File: config.mk
export PLATFORM = sky130hd
export DESIGN_NAME = fetch_ctrl
export DESIGN_NICKNAME = d
export VERILOG_FILES = /design/src/rtl/fetch_ctrl_pkg.sv /design/src/rtl/fetch_ctrl_hazard_unit.sv /design/src/rtl/fetch_ctrl.sv
export SDC_FILE = /design/constraint.sdc
export NUM_CORES = 1
export LEC_CHECK = 0
export CORE_AREA = 2 2 118 120
export DETAILED_ROUTE_END_ITERATION = 8
export DIE_AREA = 0 0 120 122
export HOLD_SLACK_MARGIN = 0.06
export PLACE_DENSITY = 0.87
export SYNTH_ARGS = -nofsm -noshare
export SYNTH_HDL_FRONTEND = slang
export SYNTH_SLANG_ARGS = --single-unit
File: constraint.sdc
create_clock -name clk_i -period 1.8 [get_ports clk_i]
set_input_delay 0.36 -clock clk_i [delete_from_list [all_inputs] [get_ports clk_i]]
set_output_delay 0.36 -clock clk_i [all_outputs]
set_load 0.005 [all_outputs]
File: src/rtl/fetch_ctrl_pkg.sv
// rtl/fetch_ctrl_pkg.sv - Y86-64 icode/status constants, FSM states and control bundle for fetch_ctrl
package fetch_ctrl_pkg;

  localparam logic [3:0] IMRMOVQ = 4'h5;
  localparam logic [3:0] IOPQ    = 4'h6;
  localparam logic [3:0] IJXX    = 4'h7;
  localparam logic [3:0] IRET    = 4'h9;
  localparam logic [3:0] IPOPQ   = 4'hB;
  localparam logic [3:0] RNONE   = 4'hF;

  localparam logic [2:0] SAOK = 3'd1;
  localparam logic [2:0] SHLT = 3'd2;
  localparam logic [2:0] SADR = 3'd3;
  localparam logic [2:0] SINS = 3'd4;

  typedef enum logic [1:0] {
    ST_RUN   = 2'd0,
    ST_HALT  = 2'd1,
    ST_FAULT = 2'd2
  } state_e;

  typedef struct packed {
    logic f_stall;
    logic d_stall;
    logic d_bubble;
    logic e_bubble;
    logic m_bubble;
    logic w_stall;
    logic set_cc;
  } ctrl_t;

  function automatic logic [31:0] sat_inc(input logic [31:0] v);
    return (v == 32'hFFFF_FFFF) ? v : v + 32'd1;
  endfunction

endpackage

File: src/rtl/fetch_ctrl_hazard_unit.sv
// rtl/fetch_ctrl_hazard_unit.sv - combinational load-use/ret/mispredict detection and raw RUN-state controls
module fetch_ctrl_hazard_unit
  import fetch_ctrl_pkg::*;
(
  input  logic [3:0] D_icode_i,
  input  logic [3:0] E_icode_i,
  input  logic [3:0] M_icode_i,
  input  logic [3:0] E_dstM_i,
  input  logic [3:0] d_srcA_i,
  input  logic [3:0] d_srcB_i,
  input  logic       e_Cnd_i,
  input  logic [2:0] m_stat_i,
  input  logic [2:0] W_stat_i,
  output logic       mispred_o,
  output ctrl_t      ctrl_o
);

  logic w_load_use;
  logic w_ret_busy;
  logic w_exc;

  assign w_load_use = ((E_icode_i == IMRMOVQ) || (E_icode_i == IPOPQ)) &&
                      (E_dstM_i != RNONE) &&
                      ((E_dstM_i == d_srcA_i) || (E_dstM_i == d_srcB_i));
  assign w_ret_busy = (D_icode_i == IRET) || (E_icode_i == IRET) || (M_icode_i == IRET);
  assign mispred_o  = (E_icode_i == IJXX) && !e_Cnd_i;
  assign w_exc      = (m_stat_i != SAOK) || (W_stat_i != SAOK);

  // A load-use stall in D takes priority over the ret bubble.
  always_comb begin
    ctrl_o          = '0;
    ctrl_o.f_stall  = w_load_use | w_ret_busy;
    ctrl_o.d_stall  = w_load_use;
    ctrl_o.d_bubble = mispred_o | (!w_load_use & w_ret_busy);
    ctrl_o.e_bubble = mispred_o | w_load_use;
    ctrl_o.m_bubble = w_exc;
    ctrl_o.w_stall  = (W_stat_i != SAOK);
    ctrl_o.set_cc   = (E_icode_i == IOPQ) & !w_exc;
  end

endmodule

File: src/rtl/fetch_ctrl.sv
// rtl/fetch_ctrl.sv - Y86-64 fetch sequencing: PC select, pipeline stall/bubble, run/halt/fault FSM
// Optional FETCH_CTRL_PERF_CNT_EN adds saturating cycle/stall/mispredict counters.
module fetch_ctrl
  import fetch_ctrl_pkg::*;
#(
  parameter int                ADDR_W   = 64,
  parameter logic [ADDR_W-1:0] RESET_PC = '0
) (
  input  logic              clk_i,
  input  logic              rst_n_i,
  input  logic [ADDR_W-1:0] predPC_i,
  input  logic              e_Cnd_i,
  input  logic [3:0]        D_icode_i,
  input  logic [3:0]        E_icode_i,
  input  logic [3:0]        M_icode_i,
  input  logic [3:0]        W_icode_i,
  input  logic [3:0]        E_dstM_i,
  input  logic [3:0]        d_srcA_i,
  input  logic [3:0]        d_srcB_i,
  input  logic [ADDR_W-1:0] M_valA_i,
  input  logic [ADDR_W-1:0] W_valM_i,
  input  logic [2:0]        m_stat_i,
  input  logic [2:0]        W_stat_i,
  output logic [ADDR_W-1:0] PC_o,
  output logic              F_stall_o,
  output logic              D_stall_o,
  output logic              W_stall_o,
  output logic              D_bubble_o,
  output logic              E_bubble_o,
  output logic              M_bubble_o,
  output logic              set_cc_o,
  output logic [2:0]        stat_o,
  output logic              halted_o
`ifdef FETCH_CTRL_PERF_CNT_EN
  ,
  output logic [31:0]       cycle_cnt_o,
  output logic [31:0]       stall_cnt_o,
  output logic [31:0]       mispred_cnt_o
`endif
);

  state_e            r_state;
  state_e            w_state_nxt;
  logic [ADDR_W-1:0] r_pred_pc;
  logic              r_m_cnd;
  logic [2:0]        r_stat;
  logic              r_halted;
  logic              w_mispred;
  ctrl_t             w_raw;

  fetch_ctrl_hazard_unit u_hazard (
    .D_icode_i (D_icode_i),
    .E_icode_i (E_icode_i),
    .M_icode_i (M_icode_i),
    .E_dstM_i  (E_dstM_i),
    .d_srcA_i  (d_srcA_i),
    .d_srcB_i  (d_srcB_i),
    .e_Cnd_i   (e_Cnd_i),
    .m_stat_i  (m_stat_i),
    .W_stat_i  (W_stat_i),
    .mispred_o (w_mispred),
    .ctrl_o    (w_raw)
  );

  always_comb begin
    w_state_nxt = r_state;
    if (r_state == ST_RUN) begin
      if (W_stat_i == SHLT)
        w_state_nxt = ST_HALT;
      else if ((W_stat_i == SADR) || (W_stat_i == SINS))
        w_state_nxt = ST_FAULT;
    end
  end

  // Reset overrides everything: bubble D/E/M, no stalls, fetch from RESET_PC.
  always_comb begin
    F_stall_o  = 1'b0;
    D_stall_o  = 1'b0;
    W_stall_o  = 1'b0;
    D_bubble_o = 1'b0;
    E_bubble_o = 1'b0;
    M_bubble_o = 1'b0;
    set_cc_o   = 1'b0;
    if (!rst_n_i) begin
      D_bubble_o = 1'b1;
      E_bubble_o = 1'b1;
      M_bubble_o = 1'b1;
    end else if (r_state == ST_RUN) begin
      F_stall_o  = w_raw.f_stall;
      D_stall_o  = w_raw.d_stall;
      W_stall_o  = w_raw.w_stall;
      D_bubble_o = w_raw.d_bubble;
      E_bubble_o = w_raw.e_bubble;
      M_bubble_o = w_raw.m_bubble;
      set_cc_o   = w_raw.set_cc;
    end else begin
      F_stall_o  = 1'b1;
      D_stall_o  = 1'b1;
      W_stall_o  = 1'b1;
      E_bubble_o = 1'b1;
      M_bubble_o = 1'b1;
    end
  end

  always_comb begin
    PC_o = r_pred_pc;
    if (!rst_n_i)
      PC_o = RESET_PC;
    else if ((M_icode_i == IJXX) && !r_m_cnd)
      PC_o = M_valA_i;
    else if (W_icode_i == IRET)
      PC_o = W_valM_i;
  end

  always_ff @(posedge clk_i) begin
    if (!rst_n_i) begin
      r_state   <= ST_RUN;
      r_pred_pc <= RESET_PC;
      r_m_cnd   <= 1'b0;
      r_stat    <= SAOK;
      r_halted  <= 1'b0;
    end else begin
      r_state  <= w_state_nxt;
      r_m_cnd  <= M_bubble_o ? 1'b0 : e_Cnd_i;
      r_halted <= (w_state_nxt != ST_RUN);
      if ((r_state == ST_RUN) && !F_stall_o)
        r_pred_pc <= predPC_i;
      if ((r_state == ST_RUN) && (w_state_nxt != ST_RUN))
        r_stat <= W_stat_i;
    end
  end

  assign stat_o   = r_stat;
  assign halted_o = r_halted;

`ifdef FETCH_CTRL_PERF_CNT_EN
  logic [31:0] r_cycle_cnt;
  logic [31:0] r_stall_cnt;
  logic [31:0] r_mispred_cnt;

  always_ff @(posedge clk_i) begin
    if (!rst_n_i) begin
      r_cycle_cnt   <= '0;
      r_stall_cnt   <= '0;
      r_mispred_cnt <= '0;
    end else if (r_state == ST_RUN) begin
      r_cycle_cnt <= sat_inc(r_cycle_cnt);
      if (F_stall_o)
        r_stall_cnt <= sat_inc(r_stall_cnt);
      if (w_mispred)
        r_mispred_cnt <= sat_inc(r_mispred_cnt);
    end
  end

  assign cycle_cnt_o   = r_cycle_cnt;
  assign stall_cnt_o   = r_stall_cnt;
  assign mispred_cnt_o = r_mispred_cnt;
`else
  logic w_unused_mispred;
  assign w_unused_mispred = w_mispred;
`endif

endmodule

==> reports/qor.txt <==
Place WS = -1.029 ns
Commonest cells in the netlist = nand2_1, mux2i_1, nor2_1
Die area = 14640 um^2
Avg WL per Cell = 20.63 um
Synth cell types = 36
Synth area leaders = dfxtp_1, mux2i_1, nand2_1
Post-synth ARST share = 0%
Reg2reg end = r_pred_pc[45]
Final net count = 1144
Relative slew margins = 58.61%
Antenna violations before repair = 0
Post-Place Cells = 1032
Final cell utilization of the core = 70.41%
Largest fanout on the critical path = 7
Endpoints failing hold = 0
Final setup margin = -0.5664 ns
N_diodes = 0
Clk pin slew, worst setup/hold paths = 0.05 ns
Core footprint = 13500 um^2
Syn Nets = 800
Clock root buffer = clkbuf_16
Launch instance of the worst register-to-register path = r_state[0]
H-tree depth = 3
Hold Crit Start = r_pred_pc[39]
Vias in the first global route = 5821
Synth Instances = 571
Routability cong. = 0.8394
Routed WL = 22.63 mm
# rows = 43
Avg Cell Area, Syn = 8.051 um^2
Post-route minimum period = 2.366 ns
Mapped cell area = 4597 um^2
Router iterations before antenna repair = 5
Final ANT Viol Nets = 0
Die X-Extent = 120 um
First-pass GRT wire length = 31.31 mm
MaxCap Viol Count = 0
Clk sinks = 71
Period Utilization, post-route = 131.5%
Endpoints failing setup = 66
Crit path capture type = primary output
Total number of vias = 5903
Cell taking the most area after synthesis = dfxtp_1
# IOs = 304
Layout area overhead = 106.8%
Pwr Density = 563.3 nW/um^2
Initial drt markers = 399
Top cell type's share of synthesized area = 30.92%
Power, Total = 5.356 mW
Top_reg_cell synth = dfxtp_1
Ys Warns = 0
Number of enable flip-flop cells after synthesis = 0
Hold path depth = 2
Count leader, synth = nand2_1
Die Ht = 122 um
Initial Util = 34.04%
# fillers = 956
CTS tree = done
Fin Setup TNS = -29.25 ns
Crit Path Class = register to primary output
Failing checks = setup timing
Seq/Total Area, Yosys = 30.92%
GRT Resource Usage Total = 27.85%
Slew Limit Fails = 0
Largest net degree at the start of global routing = 73
Reg2Reg Depth = 6
Leakage power = 3.933 nW
Vias per cell = 5.381
Latest clock arrival within the worst-skew pair = 0.34 ns
Share of cells above drive strength 1 = 35.11%
Clk buf depth = 2
Status = finished with violations
Peak VDD IR = 0.3402 mV
DPL Wire Length = 12.17 mm
Residual DRC = 0
Total CTS buffers = 9
RSZ-0062 raised after global routing = true
R2R setup slack = 0.09 ns
Setup Skew = 0.004346 ns
CP required = 1.44 ns
Worst Hold Endpoint = r_pred_pc[39]
Critical Path Start Type = register
GRT overflow = 0
Worst EP arrival = 2.01 ns
Register bit total from synthesis = 71
Max Clk Rate = 422.6 MHz
Post-Layout Cell Count = 1097
Port bufs = 303
HP Class = register to register
Worst-Margin Slew = 0.6208 ns
==> how the worst max path moves through the flow <==
stage	startpoint	endpoint
floorplan	M_icode_i[3]	PC_o[53]
finish	r_m_cnd	PC_o[38]
global placement	M_icode_i[2]	PC_o[16]
CTS	r_m_cnd	PC_o[16]
detailed placement	M_icode_i[2]	PC_o[16]
global route	r_m_cnd	PC_o[38]
==> repair_timing <==
action                                  4_1_cts  5_1_grt
endpoints found under the setup margin      135      104
pin swaps                                    41       33
hold buffers                                  0        0
gates cloned                                 17        1
buffers inserted                             28       10
gates resized for setup                     513      111
==> logic make-up after synthesis <==
family / after synthesis / share of synthesized area, %
xor gates and xnor gates: 8 / 1.524
buffers and inverters: 54 / 6.124
and+or+nand+nor: 232 / 20.88
DFF: 71 / 30.92
muxes: 128 / 27.87
AOI/OAI and AO/OA: 78 / 12.68
==> flip-flops by register name, summed over array words and instances, names as in the netlist <==
name and cells:
halted_o 1, r_state 2, stat_o 3, r_m_cnd 1, r_pred_pc 64
==> worst max-delay path, cell delays in order (launching register included) <==
cell	delay (ns)
dfxtp_2	0.32
nor4bb_4	0.25
buf_4	0.17
buf_6	0.11
nand2_8	0.08
buf_12	0.15
buf_16	0.14
nor2_2	0.14
a211oi_2	0.08
clkdlybuf4s15_2	0.23
==> cell type report <==
cell class / instances / area, um^2 / share of cell area (%)
Sequential cell: 71 / 1430 / 15.04
Clock inverter: 1 / 5.005 / 0.05264
Multi-Input combinational cell: 447 / 3694 / 38.85
Clock buffer: 12 / 266.5 / 2.803
Inverter: 3 / 11.26 / 0.1184
Tap cell: 180 / 225.2 / 2.369
Timing Repair Buffer: 383 / 3876 / 40.77
==> layer usage <==
layer  vias to the layer above  routed length [um]  part of all wire [%]  GRT usage, %
li1                       2688                   -                     -             -
met5                         -                   0                     0             0
met1                      2833                8431                    37         31.05
met2                       309               11700                    52         50.00
met3                        73                1633                   7.2         5.946
met4                         0                 868                   3.8         14.04
==> layout by cell type, fill, tap and decap left out, drive strengths merged, types with 2 or more instances in the layout <==
| cell type | count |
|---|---|
| nor4bb | 3 |
| nor4b | 2 |
| a211oi | 64 |
| nor3 | 4 |
| xnor2 | 8 |
| o21a | 2 |
| nand2 | 136 |
| clkdlybuf4s50 | 197 |
| a21oi | 3 |
| mux2i | 128 |
| o211ai | 2 |
| clkdlybuf4s15 | 6 |
| buf | 160 |
| clkbuf | 18 |
| inv | 3 |
| bufbuf | 3 |
| nand4 | 4 |
| dlygate4sd2 | 10 |
| and4bb | 2 |
| nor2 | 78 |
| dfxtp | 71 |
==> stage by stage <==
step                area, um^2  hold WS (ns)
floorplan                 4597        0.4341
global placement          7886        0.4422
detailed placement        7886        0.4465
CTS                       9121        0.4396
global route              9508        0.4723
finish                    9508        0.4566
==> report_power, final <==
part | switching [mW] | leakage [nW] | total [mW] | internal (mW)
sequential | 0.112 | 0.589 | 1.85 | 1.73
clock | 0.651 | 0.136 | 1.67 | 1.02
combinational | 0.773 | 3.21 | 1.84 | 1.07
total | 1.54 | 3.93 | 5.36 | 3.82
Power figures use the tool's default switching activity.
